`src/rtl/prng8_core_if.sv`:
```
// Random-byte stream bus for prng8_core: advance/reseed controls, seed and the output byte.
// The output is named rand_val because "rand" is a reserved SystemVerilog keyword.
interface prng8_core_if;
    logic       update;
    logic       reseed;
    logic [7:0] seed;
    logic [7:0] rand_val;

    modport master (output update, output reseed, output seed, input rand_val);
    modport slave  (input update, input reseed, input seed, output rand_val);
endinterface

```
`src/rtl/prng8_core.sv`:
```
// 8-bit Fibonacci-LFSR random byte source with reseed and all-zero avoidance.
// Optional output whitening counter enabled by defining PRNG8_WHITEN_EN.
module prng8_core #(
    parameter logic [7:0] TAPS       = 8'hB8,
    parameter logic [7:0] RESET_SEED = 8'h01,
    parameter logic [7:0] ZERO_SUB   = 8'h01
) (
    input logic          clk,
    input logic          nRst,
    prng8_core_if.slave  bus
);

    logic [7:0] state;
    logic       fb;

    // A zero seed would lock the LFSR, so it is swapped for a nonzero constant.
    function automatic logic [7:0] seed_sub(input logic [7:0] s);
        return (s == 8'h00) ? ZERO_SUB : s;
    endfunction

    assign fb = ^(state & TAPS);

    always_ff @(posedge clk or posedge nRst) begin
        if (nRst) begin
            state <= RESET_SEED;
        end else if (bus.reseed) begin
            state <= seed_sub(bus.seed);
        end else if (bus.update) begin
            state <= {state[6:0], fb};
        end
    end

`ifdef PRNG8_WHITEN_EN
    logic [7:0] cnt;

    // Counter advances in lockstep with the LFSR so the combined period is 255*256.
    always_ff @(posedge clk or posedge nRst) begin
        if (nRst) begin
            cnt <= 8'h00;
        end else if (bus.reseed) begin
            cnt <= 8'h00;
        end else if (bus.update) begin
            cnt <= cnt + 8'h01;
        end
    end

    assign bus.rand_val = state ^ cnt;
`else
    assign bus.rand_val = state;
`endif

endmodule

```
`src/flat_wrapper.sv`:
```
// flat-port wrapper written by rule: the top's interface ports become plain ports
module prng8_core_flat 
#(
    parameter logic [7:0] TAPS       = 8'hB8,
    parameter logic [7:0] RESET_SEED = 8'h01,
    parameter logic [7:0] ZERO_SUB   = 8'h01
)
  (clk, nRst, bus_update, bus_reseed, bus_seed, bus_rand_val);
  prng8_core_if bus_i ();
  input logic clk;
  input logic nRst;
  input wire logic [$bits(bus_i.update)-1:0] bus_update;
  input wire logic [$bits(bus_i.reseed)-1:0] bus_reseed;
  input wire logic [$bits(bus_i.seed)-1:0] bus_seed;
  output wire logic [$bits(bus_i.rand_val)-1:0] bus_rand_val;
  assign bus_i.update = bus_update;
  assign bus_i.reseed = bus_reseed;
  assign bus_i.seed = bus_seed;
  assign bus_rand_val = bus_i.rand_val;
  prng8_core #(.TAPS(TAPS), .RESET_SEED(RESET_SEED), .ZERO_SUB(ZERO_SUB)) u_core (.clk(clk), .nRst(nRst), .bus(bus_i));
endmodule
```
`config.mk`:
```
export PLATFORM = sky130hd
export DESIGN_NAME = prng8_core_flat
export DESIGN_NICKNAME = d
export VERILOG_FILES = /design/src/rtl/prng8_core_if.sv /design/src/rtl/prng8_core.sv /design/src/flat_wrapper.sv
export SDC_FILE = /design/constraint.sdc
export NUM_CORES = 1
export LEC_CHECK = 0
export ABC_AREA = 1
export BUFFER_PORTS_ARGS = -buffer_cell sky130_fd_sc_hd__buf_2
export CORE_AREA = 3 3 40 42
export DETAILED_ROUTE_END_ITERATION = 6
export DIE_AREA = 0 0 43 45
export GPL_ROUTABILITY_DRIVEN = 0
export MAX_ROUTING_LAYER = met4
export PLACE_DENSITY_LB_ADDON = 0.3
export REMOVE_ABC_BUFFERS = 1
export SLEW_MARGIN = 15
export SYNTH_ARGS = -nofsm -noshare
export SYNTH_HDL_FRONTEND = slang
export SYNTH_SLANG_ARGS = --single-unit
```
`constraint.sdc`:
```
create_clock -name clk -period 1.1 [get_ports clk]
set_input_delay 0.22 -clock clk [delete_from_list [all_inputs] [get_ports clk]]
set_output_delay 0.22 -clock clk [all_outputs]
set_load 0.01 [all_outputs]
```
==> summary.md <==
| Metric | Value |
|---|---|
| Share of the synthesized area in the top cell type | 0.3294 |
| Die width | 43 um |
| Status | finished, violations left |
| Crit path required time | 0.88 ns |
| DR iter-0 viols | 10 |
| Met3 GRT Util | 0.02789 |
| Final #Nets | 104 |
| Critical path's top delay family | flip-flops |
| First-pass GRT wire length | 1932 um |
| Met1 GRT Util | 0.1654 |
| Slowest stage cell, crit path | dfstp_2 |
| Design Area, Final | 693.2 um2 |
| CTS clock-pin slew for the worst setup and hold paths | 0.05 ns |
| Failing checks | negative setup slack |
| Gr ovfl total | 0 |
| Buffers on Ports | 19 |
| Max incr delay on CP | 0.54 ns |
| DR pass1 iterations | 4 |
| Crit path cell chain | buf_6 |
| WL/cell | 11.16 um |
| Largest net degree at the start of global routing | 11 |
| Number of placed I/O pins | 20 |
| Via density per instance | 4.840 |
| Routed wire length | 1183 um |
| Crit path kind | flop to primary output |
| Count of non-filler cells in the finished layout | 106 |
| Largest register FFs | 8 |
| Worst setup margin | -0.01448 ns |
| Via count | 513 |
| Reg2reg end | u_core.bus.rand_val[0] |
| Fin crit share | 1.013 |
| Min-Delay Path Class | input port to flop |
| ANT nets after route | 0 |
| Sequential cell area fraction in the yosys report | 0.3788 |
| # fillers | 119 |
| Initial cell density of the core | 0.4138 |
| H-tree levels | 1 |
| Vias in the first global route | 450 |
| Skew-Pair Late Insertion Delay | 0.27 ns |
| R2R depth | 7 |
| Layout cells sized above 1 | 0.4505 |
| Seq cells post-synth | 8 |
| CP bufs+invs | 1 |
| ANT cells | 0 |
| Syn_area_per_cell | 8.057 um2 |
| Dpl cell area | 634.4 um2 |
| CTS max path bufs | 2 |
| Worst Setup EP | bus_rand_val[0] |
| Crit path launch type | flop |
| Netlist cell types | 17 |
| DIE AREA | 1935 um2 |
| DP HPWL | 892 um |
| Dominant cell type by area after synthesis | dfrtp_1 |
| Unrepaired setup endpoints after global routing | true |
| Area grow syn2layout | 30.35% |
| Root Buffer | clkbuf_4 |
| Top-count cell post-synth | nand2_1 |
| Min Tclk post-route | 1.114 ns |
| CTS tree | built |
| Core ar. | 1285 um2 |
| Clock sinks | 8 |
| CP startpoint | u_core.bus.rand_val[0] |
| Headroom to the max-slew limit | 0.7895 |
| CP Depth | 1 |
| Pin slew with the least headroom to its limit | 0.3155 ns |
| Crit Reg-Reg Startpoint | u_core.bus.rand_val[4] |
| Post-route DRC | 0 |
| Placed insts | 99 |
| GR Util met2 | 0.2126 |
| Clock Skew | 0.006941 ns |
| VDD IR max | 0.0007180 V |
| Number of synthesized flops with an enable pin | 0 |
| Synth top area cells | dfrtp_1 33%, nand2_1 16%, o22ai_2 9.4% |
| Synth cell count leaders | 22 x nand2_1, 7 x dfrtp_1, 7 x nor2_1 |
| Pwr/cell area | 1303 nW/um2 |
| Total CTS buffers | 3 |
| Final setup viols | 1 |
| Hold Fails Final Rpt | 0 |
| Die Y | 45 um |
| Critical path arrival | 0.89 ns |
| # rows | 13 |
| Max FO, Critical Path | 2 |
| Post-synth design cell area | 531.8 um2 |
| Max-Cap Viols | 0 |
| Fmax | 897.3 MHz |
| Post-synth ARST share | 1.000 |
| Cells after Synth | 66 |
| Most used DFF post-synth | dfrtp_1 |
| Max-slew violation count | 0 |
| Leakage | 0.0003696 uW |
| Tot GR Track Use | 0.1401 |
| Syn. warnings | 0 |
| GR peak layer | met2 |
| Pre-CTS setup slack | 0.1374 ns |
| Crit. End Element | primary output |
| Initial antenna violation count | 0 |
| Worst reg2reg setup slack | 0.10 ns |
| Setup TNS | -0.01448 ns |
## tightest hold or removal path, stage by stage
cell	delay, ns
buf_2	0.09
nand2_1	0.04
nand3_1	0.07
## kinds of logic after synthesis
| kind of cell | Yosys count | synth area share |
|---|---|---|
| and+or+nand+nor | 37 | 0.3106 |
| AOI/OAI and AO/OA | 11 | 0.2070 |
| buffers and inverters | 10 | 0.1035 |
| DFF | 8 | 0.3788 |
## power by group
part / leakage, uW / internal [uW] / total, uW / switching, uW
logic: 0.000262 / 125 / 277 / 152
clock network: 0.0000150 / 140 / 254 / 114
registers: 0.0000930 / 336 / 373 / 36.4
total: 0.000370 / 601 / 903 / 302
## cell type report
type	instances	area [um2]	share of cell area
multi-input combinational	48	275.3	0.3971
sequential	8	202.7	0.2924
timing repair buffer	22	126.4	0.1823
inverter	9	43.79	0.06318
clock buffer	4	26.28	0.03791
tap	15	18.77	0.02708
## routing by layer
metal,vias to the layer above,routed length (um)
li1,266,-
met1,220,507
met2,20,554
met3,7,82
met4,0,38
met5,-,0
## worst min path at each step
stage               slack [ns]  cells past startpoint         from                     end
floorplan                 0.03                      1         nRst  u_core.bus.rand_val[1]
global placement          0.18                      2         nRst  u_core.bus.rand_val[2]
detailed placement        0.19                      2         nRst  u_core.bus.rand_val[3]
CTS                       0.21                      3  bus_seed[1]  u_core.bus.rand_val[1]
global route              0.23                      3  bus_seed[3]  u_core.bus.rand_val[3]
finish                    0.20                      3  bus_seed[1]  u_core.bus.rand_val[1]
## placed cells by master (no fill, tap or decap), types with 2 or more instances in the layout
master    synthesis  layout
nor2_1            7       7
inv_1             5       5
buf_2             0      18
nand3_1           6       6
o22ai_2           4       4
nand2_1          22      22
buf_4             0       2
dfrtp_1           7       6
clkbuf_4          0       3
o21ai_2           4       4
inv_2             2       2
## timing repair
action / CTS / global route
setup buffers: 1 / 1
hold endpoints to repair: 7 / 0
resized for setup: 1 / 1
endpoints found under the setup margin: 1 / 2
hold buffers: 1 / 0
## per-stage QoR
| step | util | power (uW) | hold WS (ns) |
|---|---|---|---|
| 2_1_floorplan | - | 526.4 | 0.03494 |
| 3_3_place_gp | 0.4937 | 618.9 | 0.1826 |
| 3_5_place_dp | 0.4937 | 625.2 | 0.1877 |
| 4_1_cts | 0.5326 | 895.7 | 0.2054 |
| 5_1_grt | 0.5394 | 953.9 | 0.2254 |
| 6_report | 0.5394 | 903.5 | 0.2022 |
No activity file was read; power rests on OpenSTA's default activity.
